===== config.mk =====
export PLATFORM = sky130hd
export DESIGN_NAME = axi_burst_master
export DESIGN_NICKNAME = d
export VERILOG_FILES = /design/src/rtl/axi_pkg.sv /design/src/rtl/axi_burst_master.sv
export SDC_FILE = /design/constraint.sdc
export NUM_CORES = 1
export LEC_CHECK = 0
export ABC_AREA = 1
export ABC_CLOCK_PERIOD_IN_PS = 1800
export BUFFER_PORTS_ARGS = -buffer_cell sky130_fd_sc_hd__buf_2
export CAP_MARGIN = 10
export CORE_AREA = 2 2 120 122
export CTS_CLUSTER_SIZE = 12
export DETAILED_ROUTE_END_ITERATION = 10
export DIE_AREA = 0 0 122 124
export PLACE_DENSITY = 0.55
export SKIP_CTS_REPAIR_TIMING = 1
export SLEW_MARGIN = 5
export SYNTH_ARGS = -nofsm -noshare
export SYNTH_HDL_FRONTEND = slang
export SYNTH_SLANG_ARGS = --single-unit

===== constraint.sdc =====
create_clock -name aclk_i -period 1.8 [get_ports aclk_i]
set_input_delay 0.27 -clock aclk_i [delete_from_list [all_inputs] [get_ports aclk_i]]
set_output_delay 0.27 -clock aclk_i [all_outputs]
set_load 0.02 [all_outputs]

===== src/rtl/axi_pkg.sv =====
// -----------------------------------------------------------------------------
// axi_pkg
// Shared AXI3 definitions for the memory subsystem: burst and response
// encodings, the fixed beat size used by the burst master, and a helper that
// folds one beat's response into a running burst status.
// -----------------------------------------------------------------------------
package axi_pkg;

    typedef enum logic [1:0] {
        FIXED = 2'd0,
        INCR  = 2'd1,
        WRAP  = 2'd2
    } axi_burst_e;

    typedef enum logic [1:0] {
        OKAY   = 2'd0,
        EXOKAY = 2'd1,
        SLVERR = 2'd2,
        DECERR = 2'd3
    } axi_resp_e;

    localparam logic [2:0] AXI_SIZE_4B = 3'b010;

    // Running burst status: keep the worst response seen so far. A protocol
    // error raises the status to at least SLVERR, but a DECERR already seen
    // (or arriving on this beat) is never downgraded.
    function automatic logic [1:0] resp_merge(
        input logic [1:0] acc,
        input logic [1:0] beat,
        input logic       force_err
    );
        logic [1:0] m;
        m = (beat > acc) ? beat : acc;
        if (force_err && (m < SLVERR)) begin
            m = SLVERR;
        end else begin
            m = m;
        end
        return m;
    endfunction

endpackage


===== src/rtl/axi_burst_master.sv =====
// -----------------------------------------------------------------------------
// axi_burst_master
// Single-outstanding AXI3 burst master. Accepts one command at a time on the
// cmd_* handshake and turns it into one AW+W+B write burst or one AR+R read
// burst. Write data and read data are streamed combinationally between the
// wd_*/rd_* streams and the W/R channels. A one-cycle done_o pulse reports the
// transaction ID and final response.
//
// Ports
//   aclk_i, areset_i        clock, async active-low reset
//   cmd_*                   command handshake (write/id/addr/len/burst)
//   wd_*                    write-data stream in (valid/ready/data/strb)
//   rd_*                    read-data stream out (valid/ready/data/last)
//   done_o/_id_o/_resp_o    completion pulse and status
//   aw*/w*/b*/ar*/r*        AXI3 master channels toward axi_slave
// -----------------------------------------------------------------------------
module axi_burst_master
    import axi_pkg::*;
#(
    parameter int ADDR_W = 32,
    parameter int DATA_W = 32,
    parameter int ID_W   = 4,
    parameter int STRB_W = DATA_W / 8
) (
    input  logic              aclk_i,
    input  logic              areset_i,
    input  logic              cmd_valid_i,
    output logic              cmd_ready_o,
    input  logic              cmd_write_i,
    input  logic [ID_W-1:0]   cmd_id_i,
    input  logic [ADDR_W-1:0] cmd_addr_i,
    input  logic [3:0]        cmd_len_i,
    input  logic [1:0]        cmd_burst_i,
    input  logic              wd_valid_i,
    output logic              wd_ready_o,
    input  logic [DATA_W-1:0] wd_data_i,
    input  logic [STRB_W-1:0] wd_strb_i,
    output logic              rd_valid_o,
    input  logic              rd_ready_i,
    output logic [DATA_W-1:0] rd_data_o,
    output logic              rd_last_o,
    output logic              done_o,
    output logic [ID_W-1:0]   done_id_o,
    output logic [1:0]        done_resp_o,
    output logic [ID_W-1:0]   awid_o,
    output logic [ADDR_W-1:0] awaddr_o,
    output logic [3:0]        awlen_o,
    output logic [2:0]        awsize_o,
    output logic [1:0]        awburst_o,
    output logic              awvalid_o,
    input  logic              awready_i,
    output logic [ID_W-1:0]   wid_o,
    output logic [DATA_W-1:0] wdata_o,
    output logic [STRB_W-1:0] wstrb_o,
    output logic              wlast_o,
    output logic              wvalid_o,
    input  logic              wready_i,
    input  logic [ID_W-1:0]   bid_i,
    input  logic [1:0]        bresp_i,
    input  logic              bvalid_i,
    output logic              bready_o,
    output logic [ID_W-1:0]   arid_o,
    output logic [ADDR_W-1:0] araddr_o,
    output logic [3:0]        arlen_o,
    output logic [2:0]        arsize_o,
    output logic [1:0]        arburst_o,
    output logic              arvalid_o,
    input  logic              arready_i,
    input  logic [ID_W-1:0]   rid_i,
    input  logic [DATA_W-1:0] rdata_i,
    input  logic [1:0]        rresp_i,
    input  logic              rlast_i,
    input  logic              rvalid_i,
    output logic              rready_o
);

    typedef enum logic [2:0] {
        S_IDLE  = 3'd0,
        S_WADDR = 3'd1,
        S_WDATA = 3'd2,
        S_WRESP = 3'd3,
        S_RADDR = 3'd4,
        S_RDATA = 3'd5,
        S_DONE  = 3'd6
    } state_e;

    state_e            r_state;
    state_e            w_next;
    logic [ID_W-1:0]   r_id;
    logic [ADDR_W-1:0] r_addr;
    logic [3:0]        r_len;
    logic [3:0]        r_cnt;
    logic [1:0]        r_burst;
    logic [1:0]        r_resp;

    logic w_last_beat;
    logic w_w_hs;
    logic w_r_hs;
    logic w_r_err;

    assign w_last_beat = (r_cnt == r_len);
    assign w_w_hs      = (r_state == S_WDATA) && wd_valid_i && wready_i;
    assign w_r_hs      = (r_state == S_RDATA) && rvalid_i && rd_ready_i;
    // A read beat is a protocol error if it carries the wrong ID or its
    // rlast disagrees with our own beat count.
    assign w_r_err     = (rid_i != r_id) || (rlast_i != w_last_beat);

    // State register.
    always_ff @(posedge aclk_i or negedge areset_i) begin
        if (!areset_i) begin
            r_state <= S_IDLE;
        end else begin
            r_state <= w_next;
        end
    end

    // Next-state logic.
    always_comb begin
        w_next = r_state;
        case (r_state)
            S_IDLE: begin
                if (cmd_valid_i) begin
                    w_next = cmd_write_i ? S_WADDR : S_RADDR;
                end else begin
                    w_next = S_IDLE;
                end
            end
            S_WADDR: begin
                if (awready_i) w_next = S_WDATA;
                else           w_next = S_WADDR;
            end
            S_WDATA: begin
                if (w_w_hs && w_last_beat) w_next = S_WRESP;
                else                       w_next = S_WDATA;
            end
            S_WRESP: begin
                if (bvalid_i) w_next = S_DONE;
                else          w_next = S_WRESP;
            end
            S_RADDR: begin
                if (arready_i) w_next = S_RDATA;
                else           w_next = S_RADDR;
            end
            // The burst ends on our own count, whatever rlast_i says.
            S_RDATA: begin
                if (w_r_hs && w_last_beat) w_next = S_DONE;
                else                       w_next = S_RDATA;
            end
            S_DONE:  w_next = S_IDLE;
            default: w_next = S_IDLE;
        endcase
    end

    // Latched command, beat counter and accumulated response.
    always_ff @(posedge aclk_i or negedge areset_i) begin
        if (!areset_i) begin
            r_id    <= '0;
            r_addr  <= '0;
            r_len   <= 4'd0;
            r_burst <= 2'd0;
            r_cnt   <= 4'd0;
            r_resp  <= 2'd0;
        end else begin
            case (r_state)
                S_IDLE: begin
                    if (cmd_valid_i) begin
                        r_id    <= cmd_id_i;
                        r_addr  <= cmd_addr_i;
                        r_len   <= cmd_len_i;
                        r_burst <= cmd_burst_i;
                        r_cnt   <= 4'd0;
                        r_resp  <= OKAY;
                    end
                end
                S_WDATA: begin
                    if (w_w_hs && !w_last_beat) r_cnt <= r_cnt + 4'd1;
                end
                S_WRESP: begin
                    if (bvalid_i) r_resp <= (bid_i != r_id) ? SLVERR : bresp_i;
                end
                S_RDATA: begin
                    if (w_r_hs) begin
                        r_resp <= resp_merge(r_resp, rresp_i, w_r_err);
                        if (!w_last_beat) r_cnt <= r_cnt + 4'd1;
                    end
                end
                default: begin
                    r_cnt <= r_cnt;
                end
            endcase
        end
    end

    // Output decode; every channel is quiet (all zero) outside its own state.
    always_comb begin
        cmd_ready_o = 1'b0;
        wd_ready_o  = 1'b0;
        rd_valid_o  = 1'b0;
        rd_data_o   = '0;
        rd_last_o   = 1'b0;
        done_o      = 1'b0;
        done_id_o   = '0;
        done_resp_o = 2'd0;
        awid_o      = '0;
        awaddr_o    = '0;
        awlen_o     = 4'd0;
        awsize_o    = 3'd0;
        awburst_o   = 2'd0;
        awvalid_o   = 1'b0;
        wid_o       = '0;
        wdata_o     = '0;
        wstrb_o     = '0;
        wlast_o     = 1'b0;
        wvalid_o    = 1'b0;
        bready_o    = 1'b0;
        arid_o      = '0;
        araddr_o    = '0;
        arlen_o     = 4'd0;
        arsize_o    = 3'd0;
        arburst_o   = 2'd0;
        arvalid_o   = 1'b0;
        rready_o    = 1'b0;
        case (r_state)
            S_IDLE: cmd_ready_o = 1'b1;
            S_WADDR: begin
                awvalid_o = 1'b1;
                awid_o    = r_id;
                awaddr_o  = r_addr;
                awlen_o   = r_len;
                awsize_o  = AXI_SIZE_4B;
                awburst_o = r_burst;
            end
            S_WDATA: begin
                wvalid_o   = wd_valid_i;
                wd_ready_o = wready_i;
                wdata_o    = wd_data_i;
                wstrb_o    = wd_strb_i;
                wid_o      = r_id;
                wlast_o    = w_last_beat;
            end
            S_WRESP: bready_o = 1'b1;
            S_RADDR: begin
                arvalid_o = 1'b1;
                arid_o    = r_id;
                araddr_o  = r_addr;
                arlen_o   = r_len;
                arsize_o  = AXI_SIZE_4B;
                arburst_o = r_burst;
            end
            S_RDATA: begin
                rd_valid_o = rvalid_i;
                rready_o   = rd_ready_i;
                rd_data_o  = rdata_i;
                rd_last_o  = w_last_beat;
            end
            S_DONE: begin
                done_o      = 1'b1;
                done_id_o   = r_id;
                done_resp_o = r_resp;
            end
            default: cmd_ready_o = 1'b0;
        endcase
    end

endmodule

==> flow_metrics.env, run 1 <==
export IMPL_status="finished, violations left"
export IMPL_violations="setup timing"
export IMPL_post_route_period_util_pct=101
export IMPL_yosys_cell_types_count=31
export IMPL_dr_first_iter_drc_count=146
export IMPL_power_total_mw=10.2
export IMPL_r2r_slack_ns=0.17
export IMPL_arrival_ns=1.55
export IMPL_pre_cts_slack_ns=0.198
export IMPL_vias=4476
export IMPL_ys_ff_latch=51
export IMPL_ioPinCount=313
export IMPL_worstSetupEndpointType="primary output"
export IMPL_reg2reg_to="r_resp[1]$_DFFE_PN0P_"
export IMPL_drt_pass1_iter_count=6
export IMPL_max_freq_mhz=548
export IMPL_avgSynthCellArea_um2=6.15
export IMPL_layout_drive_gt1_share_pct=48.9
export IMPL_gp_congestion=0.782
export IMPL_hold_path_endpoint="r_addr[23]$_DFFE_PN0P_"
export IMPL_cpPeakStageDelay_ns=0.48
export IMPL_post_drt_wl_per_cell_um=13.3
export IMPL_hold_depth=3
export IMPL_yosys_warnings=0
export IMPL_final_area_mm2=0.00633
export IMPL_cts_sinks=51
export IMPL_cts_tree="done"
export IMPL_ys_seq_area_share_pct=35.9
export IMPL_overflow=0
export IMPL_num_rows=43
export IMPL_slowest_stage="dfrtp_2"
export IMPL_crit_cells=5
export IMPL_fin_nets=1031
export IMPL_antenna_found_initial=1
export IMPL_path_buf_inv=3
export IMPL_totalWireLength_um=14300
export IMPL_powerDensity_mw_per_mm2=1610
export IMPL_critPathTopFamily="buffers and inverters"
export IMPL_route_detailed_drc=0
export IMPL_cts_buffers=5
export IMPL_port_buffers=308
export IMPL_hp_class="input pin to flop"
export IMPL_setup_ws_ns=-0.0248
export IMPL_grt_pass1_wl_um=17600
export IMPL_clk_latency_ns=0.29
export IMPL_dieArea_mm2=0.0151
export IMPL_synth_cells=578
export IMPL_htreeDepth=2
export IMPL_cellLeakagePower_nw=3.92
export IMPL_syn_area_mm2=0.00356
export IMPL_grt_pass1_vias=3654
export IMPL_hold_viol_final=0
export IMPL_via_per_inst=4.16
export IMPL_placed_area_mm2=0.00527
export IMPL_start_util_pct=25.9
export IMPL_cp_cell_sequence="inv_4 -> nand3_4 -> clkbuf_16 -> nor2_1 -> buf_4"
export IMPL_slew_violations=0
export IMPL_grt_start_max_net_pins=85
export IMPL_die_y_um=124
export IMPL_die_w_um=122
export IMPL_cp_start_kind="flop"
export IMPL_vdd_drop_max_mv=0.709
export IMPL_drv_cap=0
export IMPL_antenna_left=0
export IMPL_tns_ns=-0.0387
export IMPL_core_area_mm2=0.0137
export IMPL_worstPathRequired_ns=1.53
export IMPL_clk_pin_slew_worst_paths_ns=0.07
export IMPL_min_period_ns=1.82
export IMPL_clk_path_buf_depth=2
export IMPL_synthToLayoutAreaGrowth_pct=78.0
export IMPL_setup_violations=4
export IMPL_critPathLaunch="r_state[2]$_DFF_PN0_"
export IMPL_ctsRootBufferMaster="clkbuf_16"
export IMPL_cp_max_fo=11
export IMPL_final_core_util_pct=46.1
export IMPL_dp_hpwl_um=9860
export IMPL_rsz0062_at_grt="yes"
export IMPL_critPathKind="flop to primary output"
export IMPL_ff2ff_path_depth=12
export IMPL_hp_start="cmd_addr_i[23]"
export IMPL_globalRouteTotalUtil_pct=14.9
export IMPL_finClkSkew_ns=0.00545
export IMPL_r2r_start="r_cnt[0]$_DFFE_PN0P_"
-- placed cells by master (no fill, tap or decap), types with 2 or more instances in the layout --
master,Yosys,final
nand3_4,0,2
nand2_1,41,40
nor2_1,220,155
nor3_4,0,2
nand2_2,3,3
o21ai_1,5,5
a21oi_1,43,43
buf_12,0,6
nor2_4,1,3
nor3_1,3,2
buf_6,6,35
dfrtp_1,51,47
conb_1,1,4
buf_2,4,180
ha_1,4,4
nor2_2,1,64
o2111ai_1,2,2
buf_4,6,110
xnor2_1,8,8
nand3_1,7,6
xor2_1,2,2
inv_1,130,128
inv_2,12,12
dfrtp_2,0,4
o21ai_0,5,5
clkbuf_16,0,9
-- sequential cells by signal, summed over array words and instances (netlist names) --
register  count
r_addr       32
r_state       3
r_id          4
r_burst       2
r_len         4
r_resp        2
r_cnt         4
-- synth_stat cells (all sizes together) --
cell     count  area [um2]
ha           4        50.1
xnor2        8        70.1
conb         1        3.75
nand3        8        45.0
nand2       44         173
buf         20         148
inv        142         533
a31oi        1        6.26
nor2       222         843
clkbuf      11        41.3
nand4        1        6.26
o21ai       11        58.8
o21bai       2        18.8
o211ai       1        7.51
nor3         4        25.0
xor2         2        17.5
dfrtp       51        1280
o2111ai      2        17.5
a21oi       43         215
-- report_power, final --
part / switching [mW] / internal, mW / leakage [nW]
Sequential: 0.273 / 1.66 / 0.569
Combinational: 4.47 / 2.83 / 3.28
Clock: 0.430 / 0.515 / 0.0669
Total: 5.18 / 5.00 / 3.92
-- worst reg2reg max path: stages, from the launching register on --
cell     delay (ns)
dfrtp_2        0.42
nand2_1        0.07
nand2_1        0.06
nor2_2         0.15
nand2_2        0.09
buf_4          0.15
buf_4          0.12
nand2_1        0.04
nand3_1        0.09
o21ai_0        0.17
nand2_1        0.06
nand2_1        0.05
nand2_1        0.04
-- logic make-up (layout without fill, tap and decap cells) --
kind of cell / count (synthesis) / in the layout / synth area share, %
compound gates: 60 / 60 / 9.11
xor+xnor: 10 / 10 / 2.46
fa+ha+maj: 4 / 4 / 1.41
buf+inv: 173 / 486 / 20.3
flops: 51 / 51 / 35.9
other cells: 1 / 5 / 0.105
simple gates: 279 / 279 / 30.7
-- layer usage --
| layer | share of wire [%] | routed length [um] | global-route usage, % |
|---|---|---|---|
| met5 | 0 | 0 | 0 |
| met4 | 2.4 | 349 | 5.17 |
| met3 | 7.1 | 1020 | 2.93 |
| met2 | 53 | 7560 | 28.0 |
| met1 | 37 | 5330 | 16.8 |
-- metrics by stage --
step,hold WS [ns],cells
6_report,0.218,1075
5_1_grt,0.219,1075
4_1_cts,-0.0334,1053
3_5_place_dp,0.284,1045
3_3_place_gp,0.287,1045
2_1_floorplan,-0.0256,581
-- worst max path at each step --
stage,to,slack (ns)
after global routing,awid_o[0],-0.1
after CTS,wid_o[0],-0.13
after global placement,rd_last_o,0.24
final,awid_o[0],-0.02
after floorplan,done_id_o[0],0.22
after detailed placement,wid_o[0],0.20
-- final cells by class --
class                   instances  area, um2
clock buffers                   6        129
multi-input cells             357       1790
well taps                     180        225
flip-flops and latches         51       1280
fillers                      1445       7390
diodes                          1       2.50
repair buffers                336       2350
clock inverters                 2       12.5
inverters                     142        541
Note: power is estimated with default switching activity, not from simulation.
==> inputs of run 2 (changes only) <==
--- a/config.mk
+++ b/config.mk
@@ -7,13 +7,14 @@
 export LEC_CHECK = 0
 export ABC_AREA = 1
 export ABC_CLOCK_PERIOD_IN_PS = 1800
-export BUFFER_PORTS_ARGS = -buffer_cell sky130_fd_sc_hd__buf_2
+export BUFFER_PORTS_ARGS = -buffer_cell sky130_fd_sc_hd__buf_4
 export CAP_MARGIN = 10
 export CORE_AREA = 2 2 120 122
 export CTS_CLUSTER_SIZE = 12
 export DETAILED_ROUTE_END_ITERATION = 10
 export DIE_AREA = 0 0 122 124
 export PLACE_DENSITY = 0.55
+export SETUP_SLACK_MARGIN = 0.02
 export SKIP_CTS_REPAIR_TIMING = 1
 export SLEW_MARGIN = 5
 export SYNTH_ARGS = -nofsm -noshare
==> run 2 against run 1 <==
Clock power is 4.0% higher. Sequential power is essentially flat. The flow now finishes without violations. Final area increased by 4.1%. Count of clock-buffer cells in the layout did not move. Critical endpoint is now araddr_o[24]. Hold slack lost 0.22 ns. Register-to-register slack improved by 0.06 ns. Clock skew is 0.0012 ns higher. Largest cell class unchanged.
==> flow_metrics.env, run 2 (same netlist as run 1, synthesis figures left out) <==
export IMPL_status="finished clean"
export IMPL_cp_cell_sequence="nor2_4 -> nand2_4 -> clkbuf_16 -> nor2_2 -> buf_6"
export IMPL_worst_slew_pin_slew_ns=0.647
export IMPL_setup_violations=0
export IMPL_ctsRootBufferMaster="clkbuf_16"
export IMPL_dp_hpwl_um=10700
export IMPL_cpPeakStageDelay_ns=0.50
export IMPL_path_buf_inv=2
export IMPL_gp_congestion=0.802
export IMPL_dieArea_mm2=0.0151
export IMPL_clk_path_buf_depth=2
export IMPL_worstSetupEndpointType="primary output"
export IMPL_hp_class="input pin to asynchronous set/reset pin"
export IMPL_cellLeakagePower_nw=3.98
export IMPL_worstPathRequired_ns=1.53
export IMPL_clk_latency_ns=0.29
export IMPL_grt_pass1_vias=3813
export IMPL_clk_pin_slew_worst_paths_ns=0.07
export IMPL_max_freq_mhz=561
export IMPL_die_y_um=124
export IMPL_layout_drive_gt1_share_pct=46.3
export IMPL_arrival_ns=1.51
export IMPL_hold_viol_final=0
export IMPL_diodes=0
export IMPL_area_sequential_mm2=0.00128
export IMPL_critPathTopFamily="flip-flops"
export IMPL_vdd_drop_max_mv=0.697
export IMPL_cp_max_fo=10
export IMPL_top_register="r_addr"
export IMPL_drt_pass1_iter_count=4
export IMPL_hold_ws_ns=0.00223
export IMPL_multi_input_area_mm2=0.00172
export IMPL_slew_headroom_pct=56.9
export IMPL_synthToLayoutAreaGrowth_pct=85.2
export IMPL_htreeDepth=2
export IMPL_instances_no_fill=1063
export IMPL_most_common_layout_cells="289 x buf_4, 178 x nor2_1, 125 x inv_1"
export IMPL_antenna_found_initial=0
export IMPL_finClkSkew_ns=0.00666
export IMPL_final_core_util_pct=48.0
export IMPL_fillers=1460
export IMPL_post_route_period_util_pct=99.1
export IMPL_fin_nets=1020
export IMPL_grt_pass1_wl_um=19100
export IMPL_vias=4335
export IMPL_final_area_mm2=0.00659
export IMPL_start_util_pct=25.9
export IMPL_placed_area_mm2=0.00602
export IMPL_overflow=0
export IMPL_globalRouteTotalUtil_pct=16.2
export IMPL_slew_violations=0
export IMPL_dr_first_iter_drc_count=155
export IMPL_grt_start_max_net_pins=65
export IMPL_num_rows=43
export IMPL_ioPinCount=313
export IMPL_final_common_cell="buf_4"
export IMPL_powerDensity_mw_per_mm2=1550
export IMPL_rsz0062_at_grt="yes"
export IMPL_critPathKind="flop to primary output"
export IMPL_totalWireLength_um=14300
export IMPL_antenna_left=0
export IMPL_largest_reg_flops=32
export IMPL_dp_cells=1045
export IMPL_core_area_mm2=0.0137
export IMPL_via_per_inst=4.08
export IMPL_port_buffers=308
export IMPL_post_drt_wl_per_cell_um=13.5
export IMPL_drv_cap=0
export IMPL_die_w_um=122
export IMPL_cp_start_kind="flop"
export IMPL_slowest_stage="dfrtp_2"
export IMPL_power_total_mw=10.2
export IMPL_cts_tree="done"
export IMPL_cts_buffers=5
export IMPL_route_detailed_drc=0
export IMPL_cts_sinks=51
export IMPL_min_period_ns=1.78
-- run 2: changes by cell type in the layout (fill, tap and decap cells not counted), moves of 8 or more --
cell | before | now
buf_2 | 180 | 0
nor2_1 | 155 | 178
buf_6 | 35 | 27
buf_4 | 110 | 289
nor2_2 | 64 | 41
-- run 2: power by group --
part,internal [mW],switching [mW]
Combinational,2.92,4.39
Clock,0.557,0.426
Sequential,1.66,0.271
-- run 2: final timing paths --
| check | startpoint | end | slack (ns) | cells past startpoint |
|---|---|---|---|---|
| max | r_state[0]$_DFF_PN0_ | araddr_o[24] | 0.02 | 5 |
| min | areset_i | r_addr[15]$_DFFE_PN0P_ | 0.002 | 1 |
| max reg2reg | r_state[0]$_DFF_PN0_ | r_cnt[1]$_DFFE_PN0P_ | 0.23 | 8 |
| min reg2reg | r_resp[1]$_DFFE_PN0P_ | r_resp[1]$_DFFE_PN0P_ | 0.49 | 2 |
| max in group asynchronous | areset_i | r_state[2]$_DFF_PN0_ | 1.32 | 1 |
| min in group aclk_i | cmd_addr_i[15] | r_addr[15]$_DFFE_PN0P_ | 0.22 | 3 |
-- run 2: cell type report --
type | instances | share of cell area (%)
multi-input combinational | 357 | 26.2
timing repair buffer | 325 | 40.5
inverter | 142 | 8.17
sequential | 51 | 19.5
clock buffer | 6 | 2.11
tap | 180 | 3.42
clock inverter | 2 | 0.209
-- run 2: layer usage --
metal  track usage [%]  vias to the layer above  wire length, um
li1                  -                     2263                -
met1              18.2                     1887             5540
met2              31.2                      181             7610
met3              3.80                        4             1110
met4              3.02                        0               56
met5                 0                        -                0
-- run 2: worst reg2reg max path, cell delays in order, from the launching register on --
cell,delay (ns)
dfrtp_2,0.50
nand3_2,0.17
inv_2,0.09
o21ai_0,0.07
o21ai_1,0.11
o21bai_2,0.22
nor2_4,0.18
nand2_1,0.07
o21ai_1,0.09
-- run 2: stage by stage --
step                      worst slack, ns  TNS, ns
after floorplan                     0.225        0
after global placement              0.210        0
after detailed placement            0.224        0
after CTS                          -0.111    -2.09
after global routing              -0.0653    -3.82
final                              0.0165        0
